==> config.mk <==
export PLATFORM = sky130hd
export DESIGN_NAME = march_cminus_seq_flat
export DESIGN_NICKNAME = d
export VERILOG_FILES = /design/src/rtl/march_cminus_seq_pkg.sv /design/src/rtl/march_cminus_seq_if.sv /design/src/rtl/march_cminus_seq_addr_gen.sv /design/src/rtl/march_cminus_seq.sv /design/src/flat_wrapper.sv
export SDC_FILE = /design/constraint.sdc
export NUM_CORES = 1
export LEC_CHECK = 0
export ABC_AREA = 0
export CORE_ASPECT_RATIO = 0.9
export CORE_MARGIN = 2
export CORE_UTILIZATION = 57
export CTS_CLUSTER_DIAMETER = 40
export DETAILED_ROUTE_END_ITERATION = 12
export PLACE_DENSITY = 0.95
export SYNTH_ARGS = -nofsm -noshare
export SYNTH_HDL_FRONTEND = slang
export SYNTH_SLANG_ARGS = --single-unit
==> constraint.sdc <==
create_clock -name clk -period 7 [get_ports clk]
set_input_delay 1.05 -clock clk [delete_from_list [all_inputs] [get_ports clk]]
set_output_delay 1.05 -clock clk [all_outputs]
set_load 0.05 [all_outputs]
==> src/rtl/march_cminus_seq_pkg.sv <==
// march_pkg: shared types and March C- element tables for the BIST sequencer.
//   march_state_t : sequencer FSM states
//   march_val_t   : data value used by an element op (none / D0 / D1)
//   M0..M5        : element codes
//   elem_is_up / elem_rd_val / elem_wr_val : per-element direction and op tables
package march_pkg;

  typedef enum logic [1:0] {
    IDLE  = 2'd0,
    RUN   = 2'd1,
    DRAIN = 2'd2,
    DONE  = 2'd3
  } march_state_t;

  typedef enum logic [1:0] {
    VAL_NONE = 2'd0,
    VAL_0    = 2'd1,
    VAL_1    = 2'd2
  } march_val_t;

  localparam logic [2:0] M0 = 3'd0;
  localparam logic [2:0] M1 = 3'd1;
  localparam logic [2:0] M2 = 3'd2;
  localparam logic [2:0] M3 = 3'd3;
  localparam logic [2:0] M4 = 3'd4;
  localparam logic [2:0] M5 = 3'd5;

  // Only M3 and M4 walk the array downwards.
  function automatic logic elem_is_up(input logic [2:0] e);
    case (e)
      M3, M4:  elem_is_up = 1'b0;
      default: elem_is_up = 1'b1;
    endcase
  endfunction

  function automatic march_val_t elem_rd_val(input logic [2:0] e);
    case (e)
      M1, M3, M5: elem_rd_val = VAL_0;
      M2, M4:     elem_rd_val = VAL_1;
      default:    elem_rd_val = VAL_NONE;
    endcase
  endfunction

  function automatic march_val_t elem_wr_val(input logic [2:0] e);
    case (e)
      M0, M2, M4: elem_wr_val = VAL_0;
      M1, M3:     elem_wr_val = VAL_1;
      default:    elem_wr_val = VAL_NONE;
    endcase
  endfunction

endpackage

==> src/rtl/march_cminus_seq_if.sv <==
// march_ram_if: single-port RAM bus between the BIST sequencer and the RAM.
//   ram_addr  : RAM address
//   ram_wdata : RAM write data
//   ram_we    : write enable, active high
//   ramout    : RAM read data, valid the cycle after the address
// master = sequencer side, slave = RAM side.
interface march_ram_if #(
  parameter int size   = 6,
  parameter int length = 8
);
  logic [size-1:0]   ram_addr;
  logic [length-1:0] ram_wdata;
  logic              ram_we;
  logic [length-1:0] ramout;

  modport master (output ram_addr, output ram_wdata, output ram_we, input ramout);
  modport slave  (input ram_addr, input ram_wdata, input ram_we, output ramout);
endinterface

==> src/rtl/march_cminus_seq_addr_gen.sv <==
// march_addr_gen: up/down address counter for the March sequencer.
//   clk, rst_n            : clock, async active-low reset
//   load_zero_i/load_max_i: load the counter with 0 / all-ones (load_zero wins)
//   step_i, up_i          : advance by one in the given direction
//   addr_o                : current address
//   first_o / last_o      : address is 0 / address is DEPTH-1
module march_addr_gen #(
  parameter int size = 6
) (
  input  logic            clk,
  input  logic            rst_n,
  input  logic            load_zero_i,
  input  logic            load_max_i,
  input  logic            step_i,
  input  logic            up_i,
  output logic [size-1:0] addr_o,
  output logic            first_o,
  output logic            last_o
);
  logic [size-1:0] cnt_q, cnt_d;

  // Next count; wrap never happens because the sequencer reloads at element ends.
  always_comb begin
    cnt_d = cnt_q;
    if (load_zero_i) begin
      cnt_d = {size{1'b0}};
    end else if (load_max_i) begin
      cnt_d = {size{1'b1}};
    end else if (step_i) begin
      cnt_d = up_i ? cnt_q + {{(size-1){1'b0}}, 1'b1} : cnt_q - {{(size-1){1'b0}}, 1'b1};
    end else begin
      cnt_d = cnt_q;
    end
  end

  // Counter register.
  always_ff @(posedge clk or negedge rst_n) begin
    if (!rst_n) cnt_q <= {size{1'b0}};
    else        cnt_q <= cnt_d;
  end

  assign addr_o  = cnt_q;
  assign first_o = (cnt_q == {size{1'b0}});
  assign last_o  = (cnt_q == {size{1'b1}});
endmodule

==> src/rtl/march_cminus_seq.sv <==
// march_cminus_seq: March C- BIST sequencer with read-data checking.
//   clk, rst_n : clock, async active-low reset
//   ram        : RAM bus (master): address, write data, write enable, read data
//   start, bg  : begin a pass from IDLE/DONE; bg is the D0 background word
//   busy, done : pass in progress / pass finished (held until next start)
//   fail, fail_addr, fail_elem, fail_data : sticky fail and first-mismatch diagnostics
//   err_cnt    : saturating mismatch count
module march_cminus_seq
  import march_pkg::*;
#(
  parameter int size   = 6,
  parameter int length = 8
) (
  input  logic              clk,
  input  logic              rst_n,
  march_ram_if.master       ram,
  input  logic              start,
  input  logic [length-1:0] bg,
  output logic              busy,
  output logic              done,
  output logic              fail,
  output logic [size-1:0]   fail_addr,
  output logic [2:0]        fail_elem,
  output logic [length-1:0] fail_data,
  output logic [7:0]        err_cnt
);
  march_state_t state_q, state_d;
  logic [2:0] elem_q, elem_d;
  logic phase_q, phase_d;               // 0: first op at an address, 1: write of an r,w pair
  logic [length-1:0] bg_q, bg_d;
  logic we_q, we_d;
  logic [length-1:0] wdata_q, wdata_d;
  logic busy_q, done_q;
  logic cmp_v_q;
  logic [length-1:0] exp_q;
  logic [size-1:0] cmp_addr_q;
  logic [2:0] cmp_elem_q;
  logic fail_q, fail_d;
  logic [size-1:0] fail_addr_q, fail_addr_d;
  logic [2:0] fail_elem_q, fail_elem_d;
  logic [length-1:0] fail_data_q, fail_data_d;
  logic [7:0] err_q, err_d;

  logic [size-1:0] addr_s;
  logic first_s, last_s, load_zero_s, load_max_s, step_s;
  logic run_s, start_go_s, has_rd_s, has_wr_s, addr_done_s, terminal_s, elem_end_s;
  logic op_rd_s, mismatch_s, nxt_wr_s;
  march_val_t rd_val_s, nxt_wr_val_s;
  logic [2:0] elem_nxt_s;

  march_addr_gen #(.size(size)) u_addr (
    .clk(clk), .rst_n(rst_n),
    .load_zero_i(load_zero_s), .load_max_i(load_max_s),
    .step_i(step_s), .up_i(elem_is_up(elem_q)),
    .addr_o(addr_s), .first_o(first_s), .last_o(last_s)
  );

  // Decode of the op currently on the bus.
  always_comb begin
    run_s       = (state_q == RUN);
    start_go_s  = start && ((state_q == IDLE) || (state_q == DONE));
    rd_val_s    = elem_rd_val(elem_q);
    has_rd_s    = (rd_val_s != VAL_NONE);
    has_wr_s    = (elem_wr_val(elem_q) != VAL_NONE);
    // An r,w element needs two ops per address; all others need one.
    addr_done_s = !(has_rd_s && has_wr_s && !phase_q);
    terminal_s  = elem_is_up(elem_q) ? last_s : first_s;
    elem_end_s  = run_s && addr_done_s && terminal_s;
    op_rd_s     = run_s && has_rd_s && !phase_q;
    elem_nxt_s  = elem_q + 3'd1;
  end

  // FSM state register.
  always_ff @(posedge clk or negedge rst_n) begin
    if (!rst_n) state_q <= IDLE;
    else        state_q <= state_d;
  end

  // FSM next state.
  always_comb begin
    state_d = state_q;
    case (state_q)
      IDLE:    state_d = start_go_s ? RUN : IDLE;
      RUN:     state_d = (elem_end_s && (elem_q == M5)) ? DRAIN : RUN;
      DRAIN:   state_d = DONE;
      DONE:    state_d = start_go_s ? RUN : DONE;
      default: state_d = IDLE;
    endcase
  end

  // FSM outputs: element/phase sequencing and address-counter control.
  always_comb begin
    elem_d      = elem_q;
    phase_d     = phase_q;
    load_zero_s = 1'b0;
    load_max_s  = 1'b0;
    step_s      = 1'b0;
    if (start_go_s) begin
      elem_d      = M0;
      phase_d     = 1'b0;
      load_zero_s = 1'b1;
    end else if (run_s) begin
      if (!addr_done_s) begin
        phase_d = 1'b1;
      end else if (terminal_s) begin
        phase_d = 1'b0;
        if (elem_q != M5) begin
          elem_d      = elem_nxt_s;
          load_zero_s = elem_is_up(elem_nxt_s);
          load_max_s  = !elem_is_up(elem_nxt_s);
        end else begin
          elem_d = elem_q;
        end
      end else begin
        phase_d = 1'b0;
        step_s  = 1'b1;
      end
    end else begin
      elem_d = elem_q;
    end
  end

  // Write enable/data are registered one op ahead so they line up with the address.
  always_comb begin
    bg_d         = start_go_s ? bg : bg_q;
    nxt_wr_val_s = elem_wr_val(elem_d);
    nxt_wr_s     = (state_d == RUN) && (nxt_wr_val_s != VAL_NONE) &&
                   (phase_d || (elem_rd_val(elem_d) == VAL_NONE));
    we_d         = nxt_wr_s;
    if (nxt_wr_s) wdata_d = (nxt_wr_val_s == VAL_1) ? ~bg_d : bg_d;
    else          wdata_d = wdata_q;
  end

  // Mismatch accounting; diagnostics are captured only for the first error of a pass.
  always_comb begin
    mismatch_s  = cmp_v_q && (ram.ramout != exp_q);
    err_d       = err_q;
    fail_d      = fail_q;
    fail_addr_d = fail_addr_q;
    fail_elem_d = fail_elem_q;
    fail_data_d = fail_data_q;
    if (start_go_s) begin
      err_d       = 8'h00;
      fail_d      = 1'b0;
      fail_addr_d = {size{1'b0}};
      fail_elem_d = 3'd0;
      fail_data_d = {length{1'b0}};
    end else if (mismatch_s) begin
      err_d  = (err_q == 8'hFF) ? err_q : err_q + 8'd1;
      fail_d = 1'b1;
      if (!fail_q) begin
        fail_addr_d = cmp_addr_q;
        fail_elem_d = cmp_elem_q;
        fail_data_d = ram.ramout;
      end else begin
        fail_addr_d = fail_addr_q;
      end
    end else begin
      err_d = err_q;
    end
  end

  // Datapath, compare pipeline and status registers.
  always_ff @(posedge clk or negedge rst_n) begin
    if (!rst_n) begin
      elem_q      <= M0;
      phase_q     <= 1'b0;
      bg_q        <= {length{1'b0}};
      we_q        <= 1'b0;
      wdata_q     <= {length{1'b0}};
      busy_q      <= 1'b0;
      done_q      <= 1'b0;
      cmp_v_q     <= 1'b0;
      exp_q       <= {length{1'b0}};
      cmp_addr_q  <= {size{1'b0}};
      cmp_elem_q  <= 3'd0;
      fail_q      <= 1'b0;
      fail_addr_q <= {size{1'b0}};
      fail_elem_q <= 3'd0;
      fail_data_q <= {length{1'b0}};
      err_q       <= 8'h00;
    end else begin
      elem_q      <= elem_d;
      phase_q     <= phase_d;
      bg_q        <= bg_d;
      we_q        <= we_d;
      wdata_q     <= wdata_d;
      busy_q      <= (state_d == RUN) || (state_d == DRAIN);
      done_q      <= (state_d == DONE);
      cmp_v_q     <= op_rd_s;
      exp_q       <= (rd_val_s == VAL_1) ? ~bg_q : bg_q;
      cmp_addr_q  <= addr_s;
      cmp_elem_q  <= elem_q;
      fail_q      <= fail_d;
      fail_addr_q <= fail_addr_d;
      fail_elem_q <= fail_elem_d;
      fail_data_q <= fail_data_d;
      err_q       <= err_d;
    end
  end

  assign ram.ram_addr  = addr_s;
  assign ram.ram_we    = we_q;
  assign ram.ram_wdata = wdata_q;
  assign busy          = busy_q;
  assign done          = done_q;
  assign fail          = fail_q;
  assign fail_addr     = fail_addr_q;
  assign fail_elem     = fail_elem_q;
  assign fail_data     = fail_data_q;
  assign err_cnt       = err_q;
endmodule

==> src/flat_wrapper.sv <==
// flat-port wrapper written by rule: the top's interface ports become plain ports
module march_cminus_seq_flat import march_pkg::*;
#(
  parameter int size   = 6,
  parameter int length = 8
)
  (clk, rst_n, start, bg, busy, done, fail, fail_addr, fail_elem, fail_data, err_cnt, ram_ram_addr, ram_ram_wdata, ram_ram_we, ram_ramout);
  march_ram_if #(.size(size), .length(length)) ram_i ();
  input  logic clk;
  input  logic rst_n;
  input  logic start;
  input  logic [length-1:0] bg;
  output logic busy;
  output logic done;
  output logic fail;
  output logic [size-1:0] fail_addr;
  output logic [2:0] fail_elem;
  output logic [length-1:0] fail_data;
  output logic [7:0] err_cnt;
  output wire logic [$bits(ram_i.ram_addr)-1:0] ram_ram_addr;
  output wire logic [$bits(ram_i.ram_wdata)-1:0] ram_ram_wdata;
  output wire logic [$bits(ram_i.ram_we)-1:0] ram_ram_we;
  input wire logic [$bits(ram_i.ramout)-1:0] ram_ramout;
  assign ram_ram_addr = ram_i.ram_addr;
  assign ram_ram_wdata = ram_i.ram_wdata;
  assign ram_ram_we = ram_i.ram_we;
  assign ram_i.ramout = ram_ramout;
  march_cminus_seq #(.size(size), .length(length)) u_core (.clk(clk), .rst_n(rst_n), .ram(ram_i), .start(start), .bg(bg), .busy(busy), .done(done), .fail(fail), .fail_addr(fail_addr), .fail_elem(fail_elem), .fail_data(fail_data), .err_cnt(err_cnt));
endmodule
==> reports/qor.txt <==
Die X-Extent - 87.8 um
average wire length per cell after detail routing - 15.5 um
area fraction in and, or, nand and nor cells after synthesis - 0.138
cell row count - 27
sequential cell area - 1880 um2
total count of max-transition violations in the final report - 0
Boundary Pins - 62
nets in the synthesized netlist - 373
setup-violating endpoint count in the final report - 0
placed insts - 472
Async S/R FF share, synth - 1.00
core area - 6110 um2
maximum achievable frequency - 277 MHz
leading cell types by total area after synthesis - dfrtp_1 (52%), mux2i_1 (7.8%), ha_1 (6.6%), xnor2_1 (4.9%), nor2_1 (4.6%)
adder and majority cell fraction of the synthesized area - 0.0716
footprint of the multi-input gates - 1600 um2
combinational group share of total power - 0.337
Max Fanout on Critical Path - 9
Clock Root Buffer - clkbuf_8
total vias in the final route - 2633
DRC Markers - 0
#FFs+latches synth - 75
buffers from clock root to sink, at most - 2
end of the critical path - u_core.ram.ram_wdata[4]
Netlist cell types - 42
effective utilization at floorplan - 0.589
startpoint type of the worst setup path - flip-flop
maximum number of pins on one net before global-route repair - 76
minimum period implied by the final worst setup slack - 3600 ps
number of clock buffers inserted by TritonCTS - 9
total die area - 6970 um2
CTS tree - done
sequential share of power - 0.394
Post-CTS Repair Setup Buffers - 0
dpl ws - 3460 ps
final core utilization - 0.737
H-Tree Depth - 3
pwr/cell area - 331 nW/um2
vias in the first global route - 2591
internal power - 0.950 mW
mux contribution to synthesized area - 0.0841
RSZ-0062 raised after global routing - no
clock-pin slew of the registers on the worst-case setup and hold paths - 80 ps
slew at the pin closest to its max-slew limit - 1060 ps
Via-to-Cell Ratio - 5.40
final HPWL from detailed placement - 5090 um
CP startpoint - u_core.elem_q[0]
final routed wirelength across all metal layers - 7580 um
GR Util All Layers - 0.231
number of DRC markers in iteration 0 - 152
total congestion overflow - 0
run status - finished clean
fraction of the yosys area taken by sequential cells - 0.521
First-pass DRT Iterations - 4
relative slew slack - 0.291
height of the chip - 79.4 um
capturing point of the worst reg2reg path - u_core.ram.ram_wdata[4]
part of the total power dissipated in the clock network - 0.269
hold buffer count at CTS - 0
Pleak - 2.23 nW
compound-gate portion of the synthesized area - 0.0612
global-route wire length before repair - 12300 um
final antenna diode count - 0
worst hold-check path type - flip-flop to flip-flop
final worst-path setup slack - 3400 ps
count of flip-flops with a built-in enable after synthesis - 0
Tcrit/Tclk final - 0.515
Layout fillers - 365
Synth Instances - 334
count of nets after finishing - 435
Max-Cap Viols - 0
largest voltage drop on the vdd net - 0.169 mV
Mapped Avg Cell Area - 10.8 um2
antenna violations before repair - 0
Final ANT Viol Nets - 0
Placer Congestion - 0.872
Sw Share - 0.364
proportion of layout cells with a drive suffix above 1 - 0.0798
clock sink total - 75
P&R area growth vs syn - 25.2%
share of the synthesized netlist area taken by xor and xnor gates - 0.0876
Clock Skew - 8.54 ps
largest area contributor in the netlist - dfrtp_1
FF-to-FF path depth - 12
Crit. End Element - flip-flop
warnings from Yosys - 0
data arrival time of the critical path - 3790 ps
non-filler cells, final - 488
Yosys top cell area share - 0.521
total of buffers placed on input and output ports - 61
Worst Path Required - 7190 ps
switching power summed over all nets - 0.544 mW
tightest hold margin - 466 ps
combinational family with the most area after synthesis - simple AND/OR/NAND/NOR gates
final hold violation count - 0
dominant register cell in the synthesized netlist - dfrtp_1
synthesized cell area - 3600 um2
cts repair resizes - 0
setup slack of the most critical reg-to-reg path - 3400 ps
startpoint of the worst register-to-register path - u_core.elem_q[0]
clock insertion delay at the later pin of the skew report - 350 ps
critical path start-end classification - flip-flop to flip-flop
sum of negative setup slack - 0 ps
## area by class of cell
class                      instances  area share
multi-input combinational        229       0.354
clock buffer                       9      0.0275
sequential                        75       0.416
tap                               87      0.0241
timing repair buffer              62       0.137
clock inverter                     7      0.0258
inverter                          19      0.0158
## per-stage QoR
step	cell area, um2	power, mW
finish	4510	1.49
CTS	4510	1.50
global route	4510	1.56
detailed placement	4270	1.10
floorplan	3600	0.950
global placement	4270	1.08
## cells in the mapped netlist, types with 3 or more instances
library cell and n:
and3_1 3, inv_1 19, clkbuf_1 6, nand3_1 3
nand4_1 8, ha_1 19, mux2i_1 28, a21oi_2 3
nor2_1 44, xor2_1 16, o21ai_0 6, a21oi_1 8
dfrtp_1 75, xnor2_1 20, nand2_1 40
## power groups by stage
| stage | registers [mW] | logic, mW | clock network, mW |
|---|---|---|---|
| final | 0.589 | 0.504 | 0.401 |
| after global routing | 0.601 | 0.539 | 0.422 |
| after CTS | 0.589 | 0.506 | 0.403 |
| after detailed placement | 0.597 | 0.501 | 0 |
| after global placement | 0.592 | 0.484 | 0 |
| after floorplan | 0.711 | 0.239 | 0 |
## layer usage
| metal | track usage | vias to the layer above | routed length [um] |
|---|---|---|---|
| met5 | 0 | - | 0 |
| met4 | 0.0985 | 0 | 160 |
| met3 | 0.0372 | 16 | 243 |
| met2 | 0.400 | 68 | 3940 |
| met1 | 0.287 | 1319 | 3230 |
| li1 | - | 1230 | - |
## worst max-delay path: stages (launching register included)
cell	delay, ps
dfrtp_1	520
inv_1	200
ha_1	280
mux2_2	370
or3_1	430
o2bb2ai_2	200
or2_2	330
a2111oi_0	400
a21oi_1	130
ha_1	210
inv_1	60
a211oi_2	110
mux2i_1	190
## sequential cells by signal, summed over array words and instances (netlist names), 2 cells and up
register	flops
u_core.bg_q	8
u_core.cmp_addr_q	6
u_core.cmp_elem_q	3
u_core.elem_q	3
u_core.err_cnt	8
u_core.exp_q	8
u_core.fail_addr	6
u_core.fail_data	8
u_core.fail_elem	3
u_core.ram.ram_wdata	8
u_core.state_q	2
u_core.u_addr.addr_o	6
## cells in the final DEF (no fill, tap or decap), drive strengths merged, types with 2 or more instances in the layout
cell type / netlist / routed
clkdlybuf4s50: 0 / 60
nand2: 40 / 40
nand2b: 2 / 2
mux2: 2 / 2
inv: 19 / 19
nand3: 3 / 3
bufinv: 0 / 3
mux2i: 28 / 28
nand4: 8 / 8
nor2: 44 / 44
nor2b: 2 / 2
ha: 19 / 19
a21oi: 11 / 11
dfrtp: 75 / 75
nor3: 2 / 2
clkinv: 0 / 3
o21ai: 7 / 7
xor2: 16 / 16
xnor2: 20 / 20
nor4: 2 / 2
or3: 3 / 3
a31oi: 2 / 2
and3: 3 / 3
buf: 5 / 2
clkbuf: 6 / 9
## worst min-delay path by stage
stage	cells after the start	slack, ps	end	startpoint
final	1	470	u_core.exp_q[3]	u_core.bg_q[3]
after global routing	1	500	u_core.exp_q[7]	u_core.bg_q[7]
after CTS	1	470	u_core.exp_q[3]	u_core.bg_q[3]
after detailed placement	1	460	u_core.exp_q[0]	u_core.bg_q[0]
after global placement	1	450	u_core.exp_q[3]	u_core.bg_q[3]
after floorplan	0	400	u_core.cmp_elem_q[2]	u_core.elem_q[2]
## cells by family after synthesis
| logic type | count (synthesis) |
|---|---|
| adder cells (fa/ha/maj) | 20 |
| XOR/XNOR | 36 |
| buffers and inverters | 30 |
| AO/OA/AOI/OAI | 31 |
| multiplexers | 30 |
| AND/OR/NAND/NOR | 112 |
| flip-flops | 75 |
No activity file was read; power rests on OpenSTA's default activity.
